File: src/rtl/axil_pkg.sv
`default_nettype none
// ============================================================================
//  Module      : axil_pkg
//  Description : Shared response codes and FSM state types for the AXI4-Lite
//                register-bank slave.
//  Revision    : 1.0
// ============================================================================
package axil_pkg;

    localparam logic [1:0] RESP_OKAY   = 2'b00;
    localparam logic [1:0] RESP_SLVERR = 2'b10;

    typedef enum logic [0:0] {
        W_IDLE = 1'b0,
        W_RESP = 1'b1
    } wr_state_t;

    typedef enum logic [0:0] {
        R_IDLE = 1'b0,
        R_DATA = 1'b1
    } rd_state_t;

endpackage
`default_nettype wire

File: src/rtl/axil_regbank.sv
`default_nettype none
// ============================================================================
//  Module      : axil_regbank
//  Description : DEPTH x DATA_W register bank, byte-enabled write port and
//                registered read port; cleared by asynchronous reset.
//  Revision    : 1.0
// ============================================================================
module axil_regbank
    import axil_pkg::*;
#(
    parameter int DATA_W = 32,
    parameter int DEPTH  = 16,
    parameter int IDX_W  = $clog2(DEPTH)
) (
    input  logic                PCLK,
    input  logic                PRESET,
    input  logic                wr_en,
    input  logic [IDX_W-1:0]    wr_idx,
    input  logic [DATA_W-1:0]   wr_data,
    input  logic [DATA_W/8-1:0] wr_strb,
    input  logic                rd_en,
    input  logic                rd_oor,
    input  logic [IDX_W-1:0]    rd_idx,
    output logic [DATA_W-1:0]   rd_data
);

    localparam int STRB_W = DATA_W / 8;

    logic [DATA_W-1:0] r_mem [DEPTH];
    logic [DATA_W-1:0] r_rd_data;

    // Read samples the array before this edge's write lands, so a same-edge
    // read of the written word returns the old contents.
    always_ff @(posedge PCLK or posedge PRESET) begin
        if (PRESET) begin
            for (int i = 0; i < DEPTH; i++) begin
                r_mem[i] <= '0;
            end
            r_rd_data <= '0;
        end else begin
            if (wr_en) begin
                for (int b = 0; b < STRB_W; b++) begin
                    if (wr_strb[b]) begin
                        r_mem[wr_idx][b*8 +: 8] <= wr_data[b*8 +: 8];
                    end
                end
            end
            if (rd_en) begin
                r_rd_data <= rd_oor ? '0 : r_mem[rd_idx];
            end
        end
    end

    assign rd_data = r_rd_data;

endmodule
`default_nettype wire

File: src/rtl/axil_regbank_slave.sv
`default_nettype none
// ============================================================================
//  Module      : axil_regbank_slave
//  Description : AXI4-Lite slave fronting a DEPTH-word register bank with
//                independent AW/W capture, byte strobes and SLVERR decode.
//  Revision    : 1.0
// ============================================================================
module axil_regbank_slave
    import axil_pkg::*;
#(
    parameter int ADDR_W = 12,
    parameter int DATA_W = 32,
    parameter int DEPTH  = 16
) (
    input  logic                PCLK,
    input  logic                PRESET,
    input  logic                s_awvalid,
    output logic                s_awready,
    input  logic [ADDR_W-1:0]   s_awaddr,
    input  logic                s_wvalid,
    output logic                s_wready,
    input  logic [DATA_W-1:0]   s_wdata,
    input  logic [DATA_W/8-1:0] s_wstrb,
    output logic                s_bvalid,
    input  logic                s_bready,
    output logic [1:0]          s_bresp,
    input  logic                s_arvalid,
    output logic                s_arready,
    input  logic [ADDR_W-1:0]   s_araddr,
    output logic                s_rvalid,
    input  logic                s_rready,
    output logic [DATA_W-1:0]   s_rdata,
    output logic [1:0]          s_rresp
);

    localparam int STRB_W = DATA_W / 8;
    localparam int LSB    = $clog2(STRB_W);
    localparam int WORD_W = ADDR_W - LSB;
    localparam int IDX_W  = $clog2(DEPTH);

    wr_state_t           r_wr_state;
    logic                r_awready;
    logic                r_wready;
    logic                r_bvalid;
    logic [1:0]          r_bresp;
    logic [WORD_W-1:0]   r_aw_word;
    logic [DATA_W-1:0]   r_wdata;
    logic [STRB_W-1:0]   r_wstrb;

    rd_state_t           r_rd_state;
    logic                r_arready;
    logic                r_rvalid;
    logic [1:0]          r_rresp;

    logic                w_aw_hs;
    logic                w_w_hs;
    logic                w_aw_have;
    logic                w_w_have;
    logic                w_wr_fire;
    logic [WORD_W-1:0]   w_wr_word;
    logic [DATA_W-1:0]   w_wr_data;
    logic [STRB_W-1:0]   w_wr_strb;
    logic                w_wr_oor;
    logic                w_ar_hs;
    logic [WORD_W-1:0]   w_ar_word;
    logic                w_ar_oor;
    logic                w_unused_lsbs;

    // In W_IDLE a dropped ready marks that channel as already captured.
    assign w_aw_hs   = s_awvalid && r_awready;
    assign w_w_hs    = s_wvalid && r_wready;
    assign w_aw_have = w_aw_hs || ((r_wr_state == W_IDLE) && !r_awready);
    assign w_w_have  = w_w_hs  || ((r_wr_state == W_IDLE) && !r_wready);
    assign w_wr_fire = (r_wr_state == W_IDLE) && w_aw_have && w_w_have;

    assign w_wr_word = w_aw_hs ? s_awaddr[ADDR_W-1:LSB] : r_aw_word;
    assign w_wr_data = w_w_hs  ? s_wdata : r_wdata;
    assign w_wr_strb = w_w_hs  ? s_wstrb : r_wstrb;

    assign w_ar_hs   = s_arvalid && r_arready;
    assign w_ar_word = s_araddr[ADDR_W-1:LSB];

    assign w_unused_lsbs = ^{s_awaddr[LSB-1:0], s_araddr[LSB-1:0]};

    generate
        if (WORD_W > IDX_W) begin : g_decode
            assign w_wr_oor = |w_wr_word[WORD_W-1:IDX_W];
            assign w_ar_oor = |w_ar_word[WORD_W-1:IDX_W];
        end else begin : g_full_map
            assign w_wr_oor = 1'b0;
            assign w_ar_oor = 1'b0;
        end
    endgenerate

    axil_regbank #(
        .DATA_W (DATA_W),
        .DEPTH  (DEPTH),
        .IDX_W  (IDX_W)
    ) u_bank (
        .PCLK    (PCLK),
        .PRESET  (PRESET),
        .wr_en   (w_wr_fire && !w_wr_oor),
        .wr_idx  (w_wr_word[IDX_W-1:0]),
        .wr_data (w_wr_data),
        .wr_strb (w_wr_strb),
        .rd_en   (w_ar_hs),
        .rd_oor  (w_ar_oor),
        .rd_idx  (w_ar_word[IDX_W-1:0]),
        .rd_data (s_rdata)
    );

    always_ff @(posedge PCLK or posedge PRESET) begin
        if (PRESET) begin
            r_wr_state <= W_IDLE;
            r_awready  <= 1'b1;
            r_wready   <= 1'b1;
            r_bvalid   <= 1'b0;
            r_bresp    <= RESP_OKAY;
            r_aw_word  <= '0;
            r_wdata    <= '0;
            r_wstrb    <= '0;
        end else begin
            case (r_wr_state)
                W_IDLE: begin
                    if (w_aw_hs) begin
                        r_aw_word <= s_awaddr[ADDR_W-1:LSB];
                        r_awready <= 1'b0;
                    end
                    if (w_w_hs) begin
                        r_wdata  <= s_wdata;
                        r_wstrb  <= s_wstrb;
                        r_wready <= 1'b0;
                    end
                    if (w_wr_fire) begin
                        r_wr_state <= W_RESP;
                        r_awready  <= 1'b0;
                        r_wready   <= 1'b0;
                        r_bvalid   <= 1'b1;
                        r_bresp    <= w_wr_oor ? RESP_SLVERR : RESP_OKAY;
                    end
                end
                W_RESP: begin
                    if (s_bready) begin
                        r_wr_state <= W_IDLE;
                        r_bvalid   <= 1'b0;
                        r_awready  <= 1'b1;
                        r_wready   <= 1'b1;
                    end
                end
                default: r_wr_state <= W_IDLE;
            endcase
        end
    end

    always_ff @(posedge PCLK or posedge PRESET) begin
        if (PRESET) begin
            r_rd_state <= R_IDLE;
            r_arready  <= 1'b1;
            r_rvalid   <= 1'b0;
            r_rresp    <= RESP_OKAY;
        end else begin
            case (r_rd_state)
                R_IDLE: begin
                    if (w_ar_hs) begin
                        r_rd_state <= R_DATA;
                        r_arready  <= 1'b0;
                        r_rvalid   <= 1'b1;
                        r_rresp    <= w_ar_oor ? RESP_SLVERR : RESP_OKAY;
                    end
                end
                R_DATA: begin
                    if (s_rready) begin
                        r_rd_state <= R_IDLE;
                        r_rvalid   <= 1'b0;
                        r_arready  <= 1'b1;
                    end
                end
                default: r_rd_state <= R_IDLE;
            endcase
        end
    end

    assign s_awready = r_awready;
    assign s_wready  = r_wready;
    assign s_bvalid  = r_bvalid;
    assign s_bresp   = r_bresp;
    assign s_arready = r_arready;
    assign s_rvalid  = r_rvalid;
    assign s_rresp   = r_rresp;

endmodule
`default_nettype wire

File: config.mk
export PLATFORM = sky130hd
export DESIGN_NAME = axil_regbank_slave
export DESIGN_NICKNAME = d
export VERILOG_FILES = /design/src/rtl/axil_pkg.sv /design/src/rtl/axil_regbank.sv /design/src/rtl/axil_regbank_slave.sv
export SDC_FILE = /design/constraint.sdc
export NUM_CORES = 1
export LEC_CHECK = 0
export CAP_MARGIN = 20
export CORE_ASPECT_RATIO = 2
export CORE_MARGIN = 2
export CORE_UTILIZATION = 38
export CTS_BUF_LIST = sky130_fd_sc_hd__clkbuf_8
export DETAILED_ROUTE_END_ITERATION = 10
export GPL_ROUTABILITY_DRIVEN = 0
export SKIP_LAST_GASP = 1
export SYNTH_ARGS = -nofsm -noshare
export SYNTH_HDL_FRONTEND = slang
export SYNTH_SLANG_ARGS = --single-unit
File: constraint.sdc
create_clock -name PCLK -period 49.4 [get_ports PCLK]
set_input_delay 7.41 -clock PCLK [delete_from_list [all_inputs] [get_ports PCLK]]
set_output_delay 7.41 -clock PCLK [all_outputs]
set_load 0.05 [all_outputs]
# --- Word-level counts from Yosys, hierarchy flattened ---
# Index checks and enable logic that the tools add are counted.
totals:
  output_inout_bits: 41
  wordCells: 114
  input_bits: 67
  register_bits: 601
op_classes:
  mux: 50
  n_reduce_logical: 22
  bitwise: 4
  order_cmp: 3
  eq_ne: 6
op_table:
  columns: ["cell", "count"]
  rows:
  - ["512-bit two-way mux", 7]
  - ["512-bit bitwise mux", 4]
  - ["32-bit demux with 4-bit select", 4]
  - ["32-bit two-way mux", 5]
  - ["32-bit binary-select mux with 4-bit select", 1]
  - ["24-bit two-way mux", 1]
  - ["16-bit two-way mux", 1]
  - ["1-bit two-way mux", 15]
  - ["1-bit one-hot mux with 2 select lines", 7]
  - ["2-bit AND reduction", 6]
  - ["6-bit OR reduction", 2]
  - ["5-bit >= comparator, second input constant", 2]
  - ["10-bit two-way mux", 1]
  - ["4-bit NOT with 5-bit output", 2]
  - ["1-bit logical AND", 9]
  - ["8-bit two-way mux", 1]
  - ["2-bit != test, second input constant", 3]
  - ["3-bit != test, second input constant", 2]
  - ["5-bit by 1-bit < comparator with 1-bit output, second input constant", 1]
  - ["2-bit two-way mux", 2]
  - ["4-bit two-way mux", 1]
  - ["1-bit zero test", 3]
  - ["1-bit logical OR", 2]
  - ["2-bit by 1-bit != test with 1-bit output, second input constant", 1]
  - ["1-bit NOT", 2]

# --- Logic depth before layout (Yosys ltp) ---
depth:
  word_depth: 18
  mapped_depth: 7
  mapped_depth_nobuf: 4

# --- Hierarchy ---
# Synthesis repeated with hierarchy kept, for this count alone.
unflattened:
  hier_cells: 2000
  area_unflattened_um2: 27198.6
modules_own_cells:
  columns: ["module", "seq_area_each_um2", "n_inst", "area_per_inst_um2", "cells_each"]
  rows:
  - ["axil_regbank", 13613.1, 1, 24551.0, 1810]
  - ["axil_regbank_slave", 1380.1, 1, 2647.5, 190]

# --- Worst setup path after synthesis ---
# Ideal clock, no wire load.
synth_path:
  path_type: "input-to-reg"
  startpoint: "in s_awaddr[7]"
  endpoint: "reg u_bank.r_mem[160] in the netlist's numbering"
  required_time_ns: 49.275
  setup_time_ns: 0.125
  arrival_time_ns: 9.785
  cell_stages: 7
  slack_ns: 39.489
  cell_sequence: "or4_1 -> or4_1 -> clkbuf_1 -> buf_6 -> buf_6 -> a2111oi_4 -> mux2_4"
synth_between:
  elab_chain_len: 4
synth_lines:
  columns: ["item", "line", "text"]
  rows:
  - ["from (decl)", "axil_regbank_slave.sv:19", "input logic [ADDR_W-1:0] s_awaddr,"]
  - ["10-bit two-way mux", null, null]
  - ["6-bit OR reduction", "axil_regbank_slave.sv:87", "assign w_wr_oor = |w_wr_word[WORD_W-1:IDX_W];"]
  - ["1-bit zero test", "axil_regbank_slave.sv:102", ".wr_en (w_wr_fire && !w_wr_oor),"]
  - ["1-bit logical AND", "axil_regbank_slave.sv:102", null]
  - ["to (signal, indexed assignment)", "axil_regbank.sv:44", "r_mem[wr_idx][b*8 +: 8] <= wr_data[b*8 +: 8];"]
  - ["to (decl)", "axil_regbank.sv:29", "logic [DATA_W-1:0] r_mem [DEPTH];"]
# Every way passes these cells.
# A chain may end at the register's enable or synchronous reset.

# --- Worst setup path after layout ---
layout_path:
  startpoint: "in s_awvalid"
  endpoint: "reg u_bank.r_mem[20] in the netlist's numbering"
layout_between:
  elab_chain_len: 15
  elab_cells_between_ends: 28
layout_lines:
  columns: ["item", "line", "text"]
  rows:
  - ["from (decl)", "axil_regbank_slave.sv:17", "input logic s_awvalid,"]
  - ["1-bit logical AND *", "axil_regbank_slave.sv:70", "assign w_aw_hs = s_awvalid && r_awready;"]
  - ["10-bit two-way mux", null, null]
  - ["4-bit NOT with 5-bit output (not written as such)", "axil_regbank.sv:44", null]
  - ["32-bit demux with 4-bit select", "axil_regbank.sv:44", null]
  - ["512-bit bitwise mux", "axil_regbank.sv:44", null]
  - ["512-bit two-way mux", "axil_regbank.sv:43", "if (wr_strb[b]) begin"]
  - ["512-bit two-way mux", "axil_regbank.sv:41", "if (wr_en) begin"]
  - ["512-bit bitwise mux", "axil_regbank.sv:44", null]
  - ["512-bit two-way mux", "axil_regbank.sv:43", null]
  - ["512-bit two-way mux", "axil_regbank.sv:41", null]
  - ["512-bit bitwise mux", "axil_regbank.sv:44", null]
  - ["512-bit two-way mux", "axil_regbank.sv:43", null]
  - ["512-bit two-way mux", "axil_regbank.sv:41", null]
  - ["512-bit bitwise mux", "axil_regbank.sv:44", null]
  - ["512-bit two-way mux", "axil_regbank.sv:43", null]
# Mark *: on every way between the ends. The rest lies on a longest branch, timed or not. The select of a mux whose other input is x is not followed.

==> impl_metrics.yaml <==
routing:
  first_iter_violations: 721
  vias: 15579
  wire_per_inst_um: 23.85
  drc: 0
  routed_wl_um: 69660
  final_antenna_net_count: 0
  drt_pass1_iterations: 4
  viasPerCell: 5.333
global_routing:
  antenna_found_initial: 1
  grt_pass1_vias: 17474
  grt_max_degree: 127
  grt_overflow_total: 0
  grt_pass1_wl_um: 107700
  gr-usage-all-layers_pct: 18.49
place:
  portBuffers: 101
  dp_hpwl_um: 43940
  pre_cts_ws_ns: 36.77
synthesis:
  synthArstFlopShare_pct: 100.0
  synth_seq_cells: 599
  synth_top_area_cell: "dfrtp_1"
  syn_inst: 1738
  ys_warn_count: 0
  synth_seq_area_share_pct: 52.24
  synth_area_leaders: "dfrtp_1 52%, mux2_2 23%, mux4_2 10%"
  synth-edff-count: 0
  synthFlopType: "dfrtp_1"
  netlist_area_um2: 28700
  ys_types: 35
  synth.avg_cell_area_um2: 16.51
  yosysTopAreaCellShare_pct: 51.97
clock_network:
  cts_setup_buffers: 0
  clock_path_buffers: 3
  cts_resized: 0
  tritoncts: "yes"
  cts_buffers: 87
  clkSlewWorstSetupHoldPaths_ns: 0.06
  clk_latency_ns: 0.71
  cts_hold_buf: 0
  clockRootBuffer: "clkbuf_8"
  cts_num_sinks: 599
  htreeDepth: 3
timing:
  hold_viol_final: 0
  fin_skew_ns: 0.03033
  maxSlewViolCount: 0
  period_needed_ns: 11.27
  period_share_pct: 22.81
  setup-tns-final_ns: 0
  fmax_ghz: 0.08873
  rsz0062_at_grt: "false"
  layout_setup_ws_ns: 38.13
  maxSlewHeadroom_pct: 20.89
  tightestPinTransition_ns: 1.187
  finalSetupViolations: 0
pwr:
  peakVddDrop_mv: 0.04021
  p_int_uw: 838.2
  clkPwrFrac_pct: 31.7
  power.share.combinational_pct: 23.8
  p_leak_uw: 0.01446
  p_switching_uw: 425.1
  power_density_nw_per_um2: 38.60
  seqPwrFrac_pct: 44.5
  switching_share_pct: 33.65
setup_path:
  cp.required_ns: 49.98
  worstSetupEndpointType: "register"
  cp_max_fo: 38
  worstSetupPathType: "in2reg"
  cp.arrival_ns: 11.85
  start_kind: "input port"
die:
  die_area_um2: 77870
  die_y_um: 392.7
  io-pin-count: 108
  coreArea_um2: 74800
  num_rows: 142
  start_util_pct: 38.37
  die_w_um: 198.3
layout:
  layout.nets: 1913
  mostFrequentLayoutCells: "596 x dfrtp_1, 579 x mux2_2, 128 x mux4_2"
  drive_above_1_share_pct: 52.30
  syn_to_final_growth_pct: 14.04
  final_common_cell: "dfrtp_1"
  final_util_pct: 43.76
min_path:
  hold_path.class: "reg2reg"
run:
  drv_cap: 0
outcome:
  status: "completed"
==> metal layers <==
metal	global-route usage, %	wire length [µm]
met1	21.75	28040
met4	6.070	1767
met2	34.23	38080
met5	0	0
met3	2.607	1777
==> cell families after synthesis <==
family | Yosys count | share of synthesized area, %
mux | 815 | 37.24
flops | 599 | 52.24
buf+inv | 126 | 1.901
compound gates | 122 | 7.333
simple gates | 75 | 1.273
other cells | 1 | 0.01307
==> cell type report <==
class                           count  area (µm²)
Antenna cell                        1       2.502
Clock buffer                      109        1500
Clock inverter                     46       245.2
Fill cell                        6649       42070
Inverter                            8       37.54
Multi-Input combinational cell   1014       13350
Sequential cell                   599       14990
Tap cell                         1008        1261
Timing Repair Buffer              136        1341
==> power by group through the flow <==
stage	registers (µW)	clock network [µW]	logic [µW]
3_5_place_dp	571	0	302
6_report	562	401	300
4_1_cts	562	415	303
2_1_floorplan	570	0	213
3_3_place_gp	567	0	293
5_1_grt	567	435	322
==> registers in the layout, summed over array words and instances, names as in the netlist <==
signal          count
u_bank.r_mem      512
r_wdata            32
u_bank.rd_data     32
r_aw_word          10
r_wstrb             4
r_rd_state          1
r_wr_state          1
s_arready           1
s_awready           1
s_bresp             1
s_bvalid            1
s_rresp             1
s_rvalid            1
s_wready            1
==> metrics by stage <==
| step | instances | power (µW) | hold slack (ns) | cell area [µm²] |
|---|---|---|---|---|
| finish | 2921 | 1263 | 0.4771 | 32730 |
| global route | 2921 | 1325 | 0.5133 | 32730 |
| CTS | 2917 | 1280 | 0.4842 | 32650 |
| detailed placement | 2762 | 873.1 | 0.4693 | 30900 |
| global placement | 2761 | 859.3 | 0.4633 | 30880 |
| floorplan | 1739 | 783.1 | 0.4524 | 28700 |
==> synthesized netlist by cell type (all sizes together), types with 2 or more instances <==
master and n:
buf 49, and4b 4, o22ai 2, mux2 622
a21boi 4, o2111ai 4, a31oi 6, mux2i 65
and3 4, a21oi 2, mux4 128, nand3 5
or4 3, nand2 42, and4 2, dfstp 3
nor2 9, dfrtp 596, clkbuf 69, inv 8
nor4bb 2, nand2b 2, a211oi 2, a2111oi 64
o21ai 38
==> worst paths after layout <==
kind,startpoint,to,slack (ns),cells past startpoint
setup / recovery,s_awvalid,u_bank.r_mem[20],38.13,6
hold / removal,u_bank.rd_data[20],u_bank.rd_data[20],0.48,2
setup reg to reg,s_awready,u_bank.r_mem[20],44.93,5
hold reg to reg,u_bank.rd_data[20],u_bank.rd_data[20],0.48,2
max in group asynchronous,PRESET,u_bank.r_mem[418],38.16,7
min in group asynchronous,PRESET,r_wdata[18],7.30,2
==> worst max-delay path: stages <==
cell	delay, ns
clkdlybuf4s50_1	0.72
nand2_1	0.53
or4_4	0.99
buf_4	0.58
a2111oi_4	1.11
mux2_2	0.43
Note: power is estimated with default switching activity, not from simulation.
